[src/rtl/servo_pkg.sv]
// Shared types, default timing and the speed-to-width mapping for the
// servo PWM bank: channel state enum, 100 MHz defaults, saturating map.
package servo_pkg;

    typedef enum logic {
        SERVO_OFF = 1'b0,
        SERVO_RUN = 1'b1
    } servo_state_t;

    localparam int SERVO_PERIOD_DEF = 2_000_000;
    localparam int SERVO_MIN_DEF    = 100_000;
    localparam int SERVO_MID_DEF    = 150_000;
    localparam int SERVO_MAX_DEF    = 200_000;

    // Evaluated at 64 bits, which covers CNT_W+SPEED_W+1 for every
    // legal parameter set, so the product never overflows before the
    // clamp.
    function automatic logic signed [63:0] servo_speed_to_width(
        input logic signed [63:0] speed,
        input logic signed [63:0] mid,
        input logic signed [63:0] step,
        input logic signed [63:0] min_w,
        input logic signed [63:0] max_w
    );
        logic signed [63:0] t;
        t = mid + speed * step;
        if (t < min_w) begin
            t = min_w;
        end else if (t > max_w) begin
            t = max_w;
        end
        return t;
    endfunction

endpackage

[src/rtl/servo_channel.sv]
// One servo channel: shadow/active width, OFF/RUN state, optional ramp
// (SERVO_RAMP_EN) and the registered compare that drives the pin.
// Ports: clk, reset_n, load_i (last count of period), cnt_nxt_i (counter
// value for next cycle), wr_en_i/wr_enable_i/wr_width_i (shadow write),
// pwm_o (pulse output), active_o (channel in RUN).
module servo_channel
    import servo_pkg::*;
#(
    parameter int CNT_W     = 21,
    parameter int PULSE_MID = SERVO_MID_DEF
`ifdef SERVO_RAMP_EN
    ,
    parameter int RAMP_STEP = 5_000
`endif
) (
    input  logic             clk,
    input  logic             reset_n,
    input  logic             load_i,
    input  logic [CNT_W-1:0] cnt_nxt_i,
    input  logic             wr_en_i,
    input  logic             wr_enable_i,
    input  logic [CNT_W-1:0] wr_width_i,
    output logic             pwm_o,
    output logic             active_o
);

    localparam logic [CNT_W-1:0] MID_W = CNT_W'(PULSE_MID);

    servo_state_t     state_q, state_d;
    logic             sh_en_q, sh_en_d;
    logic [CNT_W-1:0] sh_w_q, sh_w_d;
    logic [CNT_W-1:0] act_w_q, act_w_d;
    logic             pwm_q, pwm_d;

`ifdef SERVO_RAMP_EN
    localparam logic [CNT_W-1:0] STEP_W = CNT_W'(RAMP_STEP);

    function automatic logic [CNT_W-1:0] ramp_to(
        input logic [CNT_W-1:0] cur,
        input logic [CNT_W-1:0] tgt
    );
        logic [CNT_W-1:0] r;
        r = tgt;
        if (tgt > cur) begin
            if (tgt - cur > STEP_W) r = cur + STEP_W;
        end else if (cur - tgt > STEP_W) begin
            r = cur - STEP_W;
        end
        return r;
    endfunction
`endif

    always_comb begin
        sh_en_d = sh_en_q;
        sh_w_d  = sh_w_q;
        if (wr_en_i) begin
            sh_en_d = wr_enable_i;
            sh_w_d  = wr_width_i;
        end
    end

    always_comb begin
        state_d = state_q;
        act_w_d = act_w_q;
        if (load_i) begin
            unique case (state_q)
                SERVO_OFF: if (sh_en_q)  state_d = SERVO_RUN;
                SERVO_RUN: if (!sh_en_q) state_d = SERVO_OFF;
                default:                 state_d = SERVO_OFF;
            endcase
`ifdef SERVO_RAMP_EN
            // A channel that was not already running restarts from
            // neutral; only RUN->RUN periods step toward the shadow.
            if (state_q == SERVO_RUN && state_d == SERVO_RUN) begin
                act_w_d = ramp_to(act_w_q, sh_w_q);
            end else begin
                act_w_d = MID_W;
            end
`else
            act_w_d = sh_w_q;
`endif
        end
    end

    // Compare against next-cycle values so the registered pin is high
    // exactly while count_out < width, starting at count 0.
    assign pwm_d = (state_d == SERVO_RUN) && (cnt_nxt_i < act_w_d);

    always_ff @(posedge clk or negedge reset_n) begin
        if (!reset_n) begin
            state_q <= SERVO_OFF;
            sh_en_q <= 1'b0;
            sh_w_q  <= MID_W;
            act_w_q <= MID_W;
            pwm_q   <= 1'b0;
        end else begin
            state_q <= state_d;
            sh_en_q <= sh_en_d;
            sh_w_q  <= sh_w_d;
            act_w_q <= act_w_d;
            pwm_q   <= pwm_d;
        end
    end

    assign pwm_o    = pwm_q;
    assign active_o = (state_q == SERVO_RUN);

endmodule

[src/rtl/servo_pwm_bank.sv]
// Multi-channel servo PWM: shared period counter, command handshake and
// decode, NUM_CH servo_channel instances. Optional ramp: SERVO_RAMP_EN.
// Ports: clk, reset_n, cmd_valid/cmd_ready/cmd_ch/cmd_enable/cmd_speed
// (command in), count_out/period_start (counter out), pwm, ch_active.
module servo_pwm_bank
    import servo_pkg::*;
#(
    parameter int NUM_CH     = 2,
    parameter int CNT_W      = 21,
    parameter int PERIOD_CNT = SERVO_PERIOD_DEF,
    parameter int PULSE_MIN  = SERVO_MIN_DEF,
    parameter int PULSE_MID  = SERVO_MID_DEF,
    parameter int PULSE_MAX  = SERVO_MAX_DEF,
    parameter int SPEED_W    = 8,
    parameter int SPEED_STEP = 390,
    parameter int RAMP_STEP  = 5_000
) (
    input  logic                                     clk,
    input  logic                                     reset_n,
    input  logic                                     cmd_valid,
    output logic                                     cmd_ready,
    input  logic [((NUM_CH > 1) ? $clog2(NUM_CH) : 1)-1:0] cmd_ch,
    input  logic                                     cmd_enable,
    input  logic signed [SPEED_W-1:0]                cmd_speed,
    output logic [CNT_W-1:0]                         count_out,
    output logic                                     period_start,
    output logic [NUM_CH-1:0]                        pwm,
    output logic [NUM_CH-1:0]                        ch_active
);

    localparam int CH_W = (NUM_CH > 1) ? $clog2(NUM_CH) : 1;
    localparam logic [CNT_W-1:0] LAST = CNT_W'(PERIOD_CNT - 1);

    if (PULSE_MAX >= PERIOD_CNT) begin : g_chk_max
        $error("servo_pwm_bank: PULSE_MAX must be below PERIOD_CNT");
    end
    if (PULSE_MIN > PULSE_MID || PULSE_MID > PULSE_MAX) begin : g_chk_ord
        $error("servo_pwm_bank: need PULSE_MIN <= PULSE_MID <= PULSE_MAX");
    end
    if (NUM_CH < 1 || NUM_CH > 8) begin : g_chk_ch
        $error("servo_pwm_bank: NUM_CH must be 1..8");
    end
    if (longint'(PERIOD_CNT) > (longint'(1) << CNT_W)) begin : g_chk_cnt
        $error("servo_pwm_bank: PERIOD_CNT does not fit in CNT_W");
    end
    if (RAMP_STEP < 1) begin : g_chk_ramp
        $error("servo_pwm_bank: RAMP_STEP must be positive");
    end

    logic [CNT_W-1:0] cnt_q, cnt_d;
    logic             started_q, started_d;
    logic             load;
    logic             xfer;
    logic [CNT_W-1:0] cmd_width;

    assign load = (cnt_q == LAST);

    always_comb begin
        cnt_d     = load ? '0 : cnt_q + CNT_W'(1);
        started_d = 1'b1;
    end

    always_ff @(posedge clk or negedge reset_n) begin
        if (!reset_n) begin
            cnt_q     <= '0;
            started_q <= 1'b0;
        end else begin
            cnt_q     <= cnt_d;
            started_q <= started_d;
        end
    end

    // Blocked in the first cycle after reset and in the load cycle, so
    // shadow registers never change while a channel samples them.
    assign cmd_ready = started_q & ~load;
    assign xfer      = cmd_valid & cmd_ready;

    assign cmd_width = CNT_W'(servo_speed_to_width(
        64'(cmd_speed),
        64'(PULSE_MID),
        64'(SPEED_STEP),
        64'(PULSE_MIN),
        64'(PULSE_MAX)));

    // Out-of-range cmd_ch matches no channel: accepted and dropped.
    for (genvar i = 0; i < NUM_CH; i++) begin : g_ch
        servo_channel #(
            .CNT_W     (CNT_W),
            .PULSE_MID (PULSE_MID)
`ifdef SERVO_RAMP_EN
            ,
            .RAMP_STEP (RAMP_STEP)
`endif
        ) u_ch (
            .clk         (clk),
            .reset_n     (reset_n),
            .load_i      (load),
            .cnt_nxt_i   (cnt_d),
            .wr_en_i     (xfer && (cmd_ch == CH_W'(i))),
            .wr_enable_i (cmd_enable),
            .wr_width_i  (cmd_width),
            .pwm_o       (pwm[i]),
            .active_o    (ch_active[i])
        );
    end

    assign count_out    = cnt_q;
    assign period_start = (cnt_q == '0);

endmodule

[config.mk]
export PLATFORM = sky130hd
export DESIGN_NAME = servo_pwm_bank
export DESIGN_NICKNAME = d
export VERILOG_FILES = /design/src/rtl/servo_pkg.sv /design/src/rtl/servo_channel.sv /design/src/rtl/servo_pwm_bank.sv
export SDC_FILE = /design/constraint.sdc
export NUM_CORES = 1
export LEC_CHECK = 0
export ABC_AREA = 1
export CAP_MARGIN = 20
export CORE_UTILIZATION = 28
export CTS_CLUSTER_DIAMETER = 50
export DETAILED_ROUTE_END_ITERATION = 7
export DONT_BUFFER_PORTS = 1
export GPL_ROUTABILITY_DRIVEN = 1
export SYNTH_ARGS = -nofsm -noshare
export SYNTH_HDL_FRONTEND = slang
export SYNTH_HIERARCHICAL = 1
export SYNTH_SLANG_ARGS = --single-unit
export TNS_END_PERCENT = 30
[constraint.sdc]
create_clock -name clk -period 3.7 [get_ports clk]
set_clock_uncertainty 0.15 [all_clocks]
set_input_delay 0.74 -clock clk [delete_from_list [all_inputs] [get_ports clk]]
set_output_delay 0.74 -clock clk [all_outputs]
set_load 0.05 [all_outputs]
==> flow_metrics.env <==
export IMPL_synthFlopType="dfrtp_1"
export IMPL_initial_utilization=0.285
export IMPL_synth_compound_area_share=0.0882
export IMPL_port_buffers=0
export IMPL_hold_viol_final=0
export IMPL_critPathCaptureType="register"
export IMPL_yosysWarnings=6
export IMPL_synth_adder_area_share=0.157
export IMPL_cts_buffer_depth=2
export IMPL_drt_total_wl_mm=16.3
export IMPL_fp_coreArea_um2=27000
export IMPL_tightest_slew_ps=658
export IMPL_hp_class="in -> async"
export IMPL_drive_gt1_frac=0.215
export IMPL_cp_start_kind="input port"
export IMPL_layout_common_cells="225 x nand2_1, 187 x inv_1, 80 x dfrtp_1, 77 x ha_1, 69 x o21ai_0"
export IMPL_wire_per_inst_um=11.7
export IMPL_switching_power_mw=1.60
export IMPL_slew_violations=0
export IMPL_synth_cell_area_um2=7670
export IMPL_status="finished, violations left"
export IMPL_dp_cells=1370
export IMPL_area_delta_synth_final_pct=18.8
export IMPL_cts_buffers=9
export IMPL_maxSlewHeadroom=0.561
export IMPL_htree_num_levels=3
export IMPL_synthArstFlopShare=1.00
export IMPL_grt_pass1_vias=5955
export IMPL_diodes=0
export IMPL_critPathKind="in -> reg"
export IMPL_drv_cap=0
export IMPL_ys_ff_latch=112
export IMPL_viasPerCell=4.31
export IMPL_ir_worst_vdd_mv=0.199
export IMPL_seq_area_frac_synth=0.371
export IMPL_fp_dieW_um=168
export IMPL_yosys_area_share_simple=0.251
export IMPL_p_int_mw=2.77
export IMPL_netlist_instances=980
export IMPL_place_hpwl_mm=12.3
export IMPL_die_area_um2=28100
export IMPL_row_count=60
export IMPL_clock_power_share=0.231
export IMPL_fin_nets=1150
export IMPL_period_minus_slack_ps=4260
export IMPL_violations="negative setup slack"
export IMPL_clkSlewWorstSetupHoldPaths_ps=80
export IMPL_synth_area_per_cell_um2=7.83
export IMPL_power_frac_comb=0.424
export IMPL_design_area_um2=9120
export IMPL_crit_fanout=7
export IMPL_dpl_cell_area_um2=8580
export IMPL_cts_tree="yes"
export IMPL_finalSetupViolations=34
export IMPL_grt_pass1_wl_mm=28.2
export IMPL_power_frac_seq=0.345
export IMPL_drc=0
export IMPL_die_h_um=168
export IMPL_synth_edf_count=0
export IMPL_drt_initial_drc_count=332
export IMPL_layout_setup_ws_ps=-556
export IMPL_fmax_ghz=0.235
export IMPL_p_leak_nw=4.84
export IMPL_place_congestion=0.836
export IMPL_final_cells=1392
export IMPL_clkLatencyLatePin_ps=340
export IMPL_period_share=1.15
export IMPL_yosys_area_share_xor_xnor=0.0157
export IMPL_arrival_ps=4380
export IMPL_reg2reg_depth=19
export IMPL_layout_commonest_cell="nand2_1"
export IMPL_grt_usage=0.122
export IMPL_ant_nets=0
export IMPL_crit_required_ps=3820
export IMPL_synth_top_family_by_area="simple AND/OR/NAND/NOR gates"
export IMPL_grt_max_degree=81
export IMPL_swShare=0.366
export IMPL_synthMuxAreaShare=0.00294
export IMPL_rsz0062_at_grt="yes"
export IMPL_io_pins=40
export IMPL_p_per_area_nw_per_um2=480
export IMPL_synth_cell_type_count=45
export IMPL_first_pass_iters=4
export IMPL_n_fill_cell=2848
export IMPL_ctsRootBufferMaster="clkbuf_16"
export IMPL_antenna_found_initial=0
export IMPL_numClockSinks=112
export IMPL_via_count=5995
export IMPL_grt_overflow_total=0
==> layer usage <==
metal / global-route usage / part of all wire
met4: 0.0291 / 0.0064
met3: 0.0144 / 0.034
met5: 0 / 0
met2: 0.196 / 0.45
met1: 0.175 / 0.51
==> flip-flops by register name, indices dropped and copies added, names as in the netlist <==
register            flops
g_ch.u_ch/active_o      2
count_out              21
g_ch.u_ch/pwm_o         2
g_ch.u_ch/sh_w_q       42
started_q               1
g_ch.u_ch/act_w_q      42
g_ch.u_ch/sh_en_q       2
==> worst max-delay path, stage by stage <==
cell      delay, ps
fa_2            390
ha_4            270
inv_1            40
fa_2            330
inv_2            60
fa_1            420
ha_4            280
nand2_2          70
nand2_2          60
a21oi_2         150
nand2_2         110
a21oi_4         180
xor2_2          200
buf_4           150
nand3b_4         90
nand2_2         100
inv_1            70
nand3_4         100
nand3_4         210
nor2_4          180
nand2_1          60
o21ai_1          90
==> worst paths after layout <==
kind                                                    startpoint                                  to  slack [ps]
worst min-delay path                                       reset_n   g_ch[1].u_ch/act_w_q[6]$_DFF_PN1_          90
worst max register to register              count_out[0]$_DFF_PN0_        g_ch[1].u_ch/pwm_o$_DFF_PN0_         240
worst max-delay path                                  cmd_speed[0]  g_ch[1].u_ch/sh_w_q[2]$_DFFE_PN0P_        -560
worst min register to register  g_ch[0].u_ch/sh_w_q[4]$_DFFE_PN1P_  g_ch[0].u_ch/sh_w_q[4]$_DFFE_PN1P_         330
max in group asynchronous                                  reset_n  g_ch[0].u_ch/act_w_q[13]$_DFF_PN0_        2920
min in group clk                g_ch[0].u_ch/sh_w_q[4]$_DFFE_PN1P_  g_ch[0].u_ch/sh_w_q[4]$_DFFE_PN1P_         330
==> area by class of cell <==
type	instances	area, um^2	share of cell area
Multi-Input combinational cell	652	4220	0.463
Sequential cell	112	2840	0.312
Inverter	201	757	0.0830
Timing Repair Buffer	70	558	0.0612
Tap cell	341	427	0.0468
Clock buffer	10	239	0.0262
Clock inverter	6	75.1	0.00823
==> Yosys cell counts, types with 14 or more instances <==
cell type    n  area [um^2]
nor2_1      39          146
nor2_2      14         87.6
nand2_1    238          893
nand3_1     42          210
nand2_2     21          131
a21oi_1     27          135
ha_1        82         1030
inv_1      191          717
o21ai_0     85          425
dfstp_2     32          841
dfrtp_1     80         2000
==> power groups by stage <==
stage / Combinational, mW / Clock, mW / Sequential [mW]
2_1_floorplan: 1.14 / 0 / 1.52
5_1_grt: 2.10 / 1.08 / 1.53
3_3_place_gp: 1.60 / 0 / 1.53
4_1_cts: 1.71 / 1.04 / 1.51
3_5_place_dp: 1.62 / 0 / 1.54
6_report: 1.86 / 1.01 / 1.51
==> what timing repair did <==
action	CTS	global route
hold buffers	1	0
setup buffers	2	3
pin swaps	5	20
setup endpoints to repair	34	36
endpoints found under the hold margin	80	0
resized for setup	10	38
==> through the flow <==
stage	utilization	hold WS, ps	worst slack [ps]	total power, mW	setup TNS, ps
5_1_grt	0.338	69.7	-777	4.71	-23610
2_1_floorplan	-	294	-567	2.67	-16810
3_3_place_gp	0.318	299	-814	3.12	-25900
6_report	0.338	91.9	-556	4.38	-16150
4_1_cts	0.333	71.3	-472	4.26	-14430
3_5_place_dp	0.318	298	-867	3.16	-27750
==> kinds of logic (layout without fill, tap and decap cells) <==
family / count (synthesis) / in the layout
AND/OR/NAND/NOR: 411 / 411
buffers and inverters: 223 / 287
AO/OA/AOI/OAI: 127 / 127
flip-flops: 112 / 112
adder cells (fa/ha/maj): 91 / 91
XOR/XNOR: 12 / 12
other: 2 / 9
multiplexers: 2 / 2
(Power assumes the default switching activity.)
